`src/rtl/p_pc_sequencer_pkg.sv`:
```
// Shared definitions for the program-counter sequencer: op codes, fault bit
// indices and width helpers for the return-address stack.
package p_pc_sequencer_pkg;

  typedef enum logic [1:0] {
    OP_SEQ  = 2'b00,
    OP_JUMP = 2'b01,
    OP_CALL = 2'b10,
    OP_RET  = 2'b11
  } op_e;

  localparam int unsigned FLT_OVF  = 0;
  localparam int unsigned FLT_UNF  = 1;
  localparam int unsigned FLT_ALN  = 2;
  localparam int unsigned FLT_BITS = 3;

  // Bits needed to hold an entry count of 0..depth.
  function automatic int unsigned cnt_bits(input int unsigned depth);
    return $clog2(depth + 1);
  endfunction

  // Bits needed to address depth entries (at least one bit).
  function automatic int unsigned ptr_bits(input int unsigned depth);
    return (depth > 1) ? $clog2(depth) : 1;
  endfunction

endpackage

```
`src/rtl/c_return_stack.sv`:
```
// Circular return-address stack. When full, a push either overwrites the
// oldest entry (WRAP=1) or is dropped (WRAP=0); ovf/unf flag the attempt.
module c_return_stack
  import p_pc_sequencer_pkg::*;
#(
  parameter int unsigned BITS  = 16,
  parameter int unsigned DEPTH = 4,
  parameter bit          WRAP  = 1'b1
) (
  input  logic                       clk,
  input  logic                       rst,
  input  logic                       push,
  input  logic                       pop,
  input  logic [BITS-1:0]            din,
  output logic [BITS-1:0]            top,
  output logic [cnt_bits(DEPTH)-1:0] count,
  output logic                       full,
  output logic                       empty,
  output logic                       ovf,
  output logic                       unf
);

  localparam int unsigned CW = cnt_bits(DEPTH);
  localparam int unsigned PW = ptr_bits(DEPTH);

  logic [BITS-1:0] mem_q [DEPTH];
  logic [BITS-1:0] mem_d [DEPTH];
  logic [PW-1:0]   ptr_q, ptr_d, ptr_inc, ptr_dec;
  logic [CW-1:0]   count_q, count_d;

  // Modulo-DEPTH pointer steps; explicit wrap keeps non-power-of-two depths correct.
  always_comb begin
    ptr_inc = (ptr_q == PW'(DEPTH - 1)) ? '0 : ptr_q + PW'(1);
    ptr_dec = (ptr_q == '0) ? PW'(DEPTH - 1) : ptr_q - PW'(1);
  end

  assign full  = (count_q == CW'(DEPTH));
  assign empty = (count_q == '0);
  assign ovf   = push & full;
  assign unf   = pop & empty;
  assign top   = empty ? '0 : mem_q[ptr_dec];
  assign count = count_q;

  always_comb begin
    mem_d   = mem_q;
    ptr_d   = ptr_q;
    count_d = count_q;
    if (push && (!full || WRAP)) begin
      mem_d[ptr_q] = din;
      ptr_d        = ptr_inc;
      if (!full) begin
        count_d = count_q + CW'(1);
      end
    end else if (pop && !empty) begin
      ptr_d   = ptr_dec;
      count_d = count_q - CW'(1);
    end
  end

  always_ff @(posedge clk) begin
    if (!rst) begin
      ptr_q   <= '0;
      count_q <= '0;
    end else begin
      ptr_q   <= ptr_d;
      count_q <= count_d;
    end
  end

  // Entry storage needs no reset; empty masks stale contents on top.
  always_ff @(posedge clk) begin
    mem_q <= mem_d;
  end

endmodule

```
`src/rtl/p_pc_sequencer.sv`:
```
// Program-counter sequencer: fetch-address register, next-PC selection for
// SEQ/JUMP/CALL/RET, target alignment and sticky fault reporting.
module p_pc_sequencer
  import p_pc_sequencer_pkg::*;
#(
  parameter int unsigned          ADDR_BITS  = 16,
  parameter int unsigned          INST_BYTES = 2,
  parameter int unsigned          RAS_DEPTH  = 4,
  parameter logic [ADDR_BITS-1:0] RESET_PC   = '0,
  parameter bit                   OVF_WRAP   = 1'b1
) (
  input  logic                           clk,
  input  logic                           rst,
  input  logic                           stall,
  input  logic [1:0]                     op,
  input  logic [ADDR_BITS-1:0]           target,
  input  logic                           fault_clr,
  output logic [ADDR_BITS-1:0]           pc,
  output logic [ADDR_BITS-1:0]           ra,
  output logic [cnt_bits(RAS_DEPTH)-1:0] ras_count,
  output logic                           ras_full,
  output logic                           ras_empty,
  output logic [FLT_BITS-1:0]            fault
);

  localparam logic [ADDR_BITS-1:0] ALN_MASK = ADDR_BITS'(INST_BYTES - 1);

  op_e                  op_c;
  logic [ADDR_BITS-1:0] pc_q, pc_d, nxt, tgt, stk_top;
  logic [FLT_BITS-1:0]  fault_q, fault_d, ev;
  logic                 mis, push, pop;
  logic                 stk_full, stk_empty, stk_ovf, stk_unf;

  assign op_c = op_e'(op);

  c_return_stack #(
    .BITS  (ADDR_BITS),
    .DEPTH (RAS_DEPTH),
    .WRAP  (OVF_WRAP)
  ) u_ras (
    .clk   (clk),
    .rst   (rst),
    .push  (push),
    .pop   (pop),
    .din   (nxt),
    .top   (stk_top),
    .count (ras_count),
    .full  (stk_full),
    .empty (stk_empty),
    .ovf   (stk_ovf),
    .unf   (stk_unf)
  );

  always_comb begin
    nxt  = pc_q + ADDR_BITS'(INST_BYTES);
    tgt  = target & ~ALN_MASK;
    mis  = |(target & ALN_MASK);
    push = !stall && (op_c == OP_CALL);
    pop  = !stall && (op_c == OP_RET);
    pc_d = pc_q;
    ev   = '0;
    if (!stall) begin
      case (op_c)
        OP_SEQ:  pc_d = nxt;
        OP_JUMP: begin
          pc_d         = tgt;
          ev[FLT_ALN]  = mis;
        end
        OP_CALL: begin
          // A rejected call (full, no wrap) falls through to the next instruction.
          pc_d         = (stk_full && !OVF_WRAP) ? nxt : tgt;
          ev[FLT_OVF]  = stk_ovf;
          ev[FLT_ALN]  = mis;
        end
        OP_RET: begin
          pc_d         = stk_empty ? tgt : stk_top;
          ev[FLT_UNF]  = stk_unf;
        end
      endcase
    end
    // A clear still lets this cycle's new events through.
    fault_d = (fault_clr ? '0 : fault_q) | ev;
  end

  always_ff @(posedge clk) begin
    if (!rst) begin
      pc_q    <= RESET_PC;
      fault_q <= '0;
    end else begin
      pc_q    <= pc_d;
      fault_q <= fault_d;
    end
  end

  assign pc        = pc_q;
  assign fault     = fault_q;
  assign ra        = stk_top;
  assign ras_full  = stk_full;
  assign ras_empty = stk_empty;

endmodule

```
`config.mk`:
```
export PLATFORM = sky130hd
export DESIGN_NAME = p_pc_sequencer
export DESIGN_NICKNAME = d
export VERILOG_FILES = /design/src/rtl/p_pc_sequencer_pkg.sv /design/src/rtl/c_return_stack.sv /design/src/rtl/p_pc_sequencer.sv
export SDC_FILE = /design/constraint.sdc
export NUM_CORES = 1
export LEC_CHECK = 0
export ABC_CLOCK_PERIOD_IN_PS = 3300
export CORE_MARGIN = 2
export CORE_UTILIZATION = 40
export CTS_CLUSTER_SIZE = 24
export DETAILED_ROUTE_END_ITERATION = 8
export SETUP_SLACK_MARGIN = 0.3
export SLEW_MARGIN = 20
export SYNTH_ARGS = -nofsm -noshare
export SYNTH_HDL_FRONTEND = slang
export SYNTH_SLANG_ARGS = --single-unit
```
`constraint.sdc`:
```
create_clock -name clk -period 3.3 [get_ports clk]
set_input_delay 0.495 -clock clk [delete_from_list [all_inputs] [get_ports clk]]
set_output_delay 0.495 -clock clk [all_outputs]
set_load 0.01 [all_outputs]
```
==> flow_summary.ini <==
[min_path]
hp-start = fault[2]$_SDFF_PN0_
whs_path_depth = 2
hp-class = reg2reg
hold_end = fault[2]$_SDFF_PN0_

[route]
ant_nets = 0
drc = 0
wl_per_cell_um = 20.0
vias = 2955
dr.pass1.iters = 4
drt-total-wl_um = 10700
first_iter_violations = 297
via_per_inst = 5.51

[clocking]
post-cts-setup-buffer-count = 0
cts_tree = built
cts_hold_buf = 0
root_buffer = clkbuf_8
htree_levels = 3
clk_path_buf_depth = 2
clock_sink_count = 88
numCtsBuffers = 9
clock_latency_ns = 0.36
clkTransAtPathRegs_ns = 0.09

[pwr]
pwr-share-seq = 0.532
p_clk_frac = 0.283
ir_drop_mv = 0.198
p_per_area_nw_per_um2 = 455
p_sw_frac = 0.276
leakage_nw = 1.76
power_frac_comb = 0.186
p_int_mw = 1.72
power.net_switching_mw = 0.657

[setup_path]
cp.required_ns = 2.80
rr_worst_depth = 7
cp-end-kind = output pin
r2r_end = pc[6]$_SDFFE_PN0N_
crit_path_max_fanout = 18
critPathLaunch = u_ras.ptr_q[1]$_SDFFE_PN0P_
critical_path_class = reg2out
reg2reg_slack_ns = 1.09
arrival_ns = 2.37
startpoint_type = register
reg2reg_from = u_ras.ptr_q[1]$_SDFFE_PN0P_

[finish]
mostFrequentLayoutCells = 64 x edfxtp_1, 61 x clkdlybuf4s50_1, 24 x dfxtp_1
fillers = 912
nNetsFinal = 426
instances_no_fill = 536
num_antenna_cells = 0
final_common_cell = edfxtp_1
final_layout_size_suffix_gt1_frac = 0.155
fin_util = 0.502
syn_to_final_growth_pct = 21.0

[yosys]
async_reset_ff_frac = 0
syn_area_um2 = 4320
synth.top_cell.area_share = 0.445
synth-seq-cells = 88
synth_flop_cell = edfxtp_1
post_synth.cell_area_avg_um2 = 12.8
synth_top_area_cell = edfxtp_1
ys_seq_area_frac = 0.557
synth_cell_types = 59
ys_warn_count = 0
synth_edf_count = 64
yosys-top-cells-area = edfxtp_1 45%, dfxtp_1 11%, mux4_2 8.3%
synthCells = 337
synth.net_count = 368

[timing]
setup-tns-final_ns = 0
finClkSkew_ns = 0.0119
post-route-period-util = 0.868
tightest_slew_ns = 0.650
max-slew-margin-rel = 0.566
fmaxAchievable_ghz = 0.349
rsz0062_at_grt = no
maxSlewViolCount = 0
setup_viol = 0
finalCriticalPeriod_ns = 2.87
hold_viol = 0

[global_route]
grt_antenna_before_repair = 0
grt_pass1_vias = 2940
grt_max_degree = 31
grt-ovfl-total = 0
grtUsageTotal = 0.189
grt_pass1_wl_um = 16300

[floorplanning]
die_h_um = 108
die_area_um2 = 11600
initial_core_util = 0.414
rows = 37
io_pins = 62
fp.coreArea_um2 = 10400
die_w_um = 108

[job]
max-cap-violations = 0

[placed_design]
dp.cells = 520
port_buffers = 61
dpl.hpwl_um = 7280
place.gp.congestion = 0.770

[status]
status = complete, no violations
[timing repair]
| action | CTS | global route |
|---|---|---|
| endpoints found under the setup margin | 0 | 15 |
| endpoints found under the hold margin | 0 | 0 |
| gates resized for setup | 0 | 1 |
[power by group through the flow]
| stage | registers (mW) | logic [mW] | clock network, mW |
|---|---|---|---|
| 2_1_floorplan | 1.28 | 0.258 | 0 |
| 3_3_place_gp | 1.29 | 0.437 | 0 |
| 3_5_place_dp | 1.29 | 0.441 | 0 |
| 4_1_cts | 1.26 | 0.443 | 0.686 |
| 5_1_grt | 1.27 | 0.477 | 0.726 |
| 6_report | 1.26 | 0.441 | 0.672 |
[layer usage]
metal  GRT usage  up-vias  wire (µm)
met3      0.0254       17        669
met2       0.304      101       4890
met5           0        -          0
li1            -     1400          -
met4      0.0623        0        170
met1       0.265     1437       5010
[worst max-delay path by stage]
stage                     endpoint  slack [ns]
3_3_place_gp   pc[12]$_SDFFE_PN0N_        0.64
4_1_cts                      ra[9]        0.36
3_5_place_dp   pc[12]$_SDFFE_PN0N_        0.59
5_1_grt                      ra[7]        0.32
6_report                     ra[9]        0.43
2_1_floorplan               ra[10]        0.88
[sequential cells by signal, indices dropped and copies added (netlist names)]
register and flops:
fault 3, u_ras.count 3, u_ras.mem_q 64, u_ras.ptr_q 2
pc 16
[cell type report]
| type | instances | area [µm²] | share of cell area |
|---|---|---|---|
| well taps | 136 | 170 | 0.0326 |
| repair buffers | 73 | 704 | 0.135 |
| clock buffers | 10 | 128 | 0.0244 |
| inverters | 15 | 56.3 | 0.0108 |
| flip-flops and latches | 88 | 2400 | 0.460 |
| clock inverters | 6 | 43.8 | 0.00838 |
| multi-input cells | 208 | 1720 | 0.329 |
[cells by family (layout without fill, tap and decap cells)]
kind of cell | after synthesis | count (layout) | synth area share
AND/OR/NAND/NOR | 93 | 93 | 0.125
flip-flops | 88 | 88 | 0.557
AO/OA/AOI/OAI | 67 | 67 | 0.113
buffers and inverters | 41 | 104 | 0.0449
multiplexers | 24 | 24 | 0.105
XOR/XNOR | 15 | 15 | 0.0304
adder cells (fa/ha/maj) | 9 | 9 | 0.0261
[through the flow]
stage | instance area, µm² | total power [mW] | setup WS (ns) | hold slack (ns)
floorplan | 4320 | 1.54 | 0.882 | 0.472
global placement | 5050 | 1.72 | 0.638 | 0.456
detailed placement | 5050 | 1.73 | 0.594 | 0.454
CTS | 5220 | 2.39 | 0.358 | 0.468
global route | 5230 | 2.47 | 0.324 | 0.507
finish | 5230 | 2.38 | 0.434 | 0.469
[worst max-delay path: stages, from the launching register on]
cell,delay (ns)
dfxtp_1,0.41
inv_1,0.08
ha_1,0.29
buf_6,0.22
mux4_2,0.31
and2_1,0.20
clkdlybuf4s50_1,0.49
[cell usage after synthesis (6+ instances only)]
| cell type | count |
|---|---|
| xnor2_1 | 11 |
| nor2_1 | 12 |
| and2_1 | 23 |
| dfxtp_1 | 24 |
| a21oi_1 | 17 |
| mux4_2 | 16 |
| clkbuf_1 | 14 |
| a31oi_1 | 6 |
| nand2_1 | 11 |
| o21ai_0 | 7 |
| inv_1 | 13 |
| a221oi_1 | 6 |
| nand3_1 | 15 |
| edfxtp_1 | 64 |
| ha_1 | 9 |
| nand4_1 | 7 |
(Power assumes the default switching activity.)
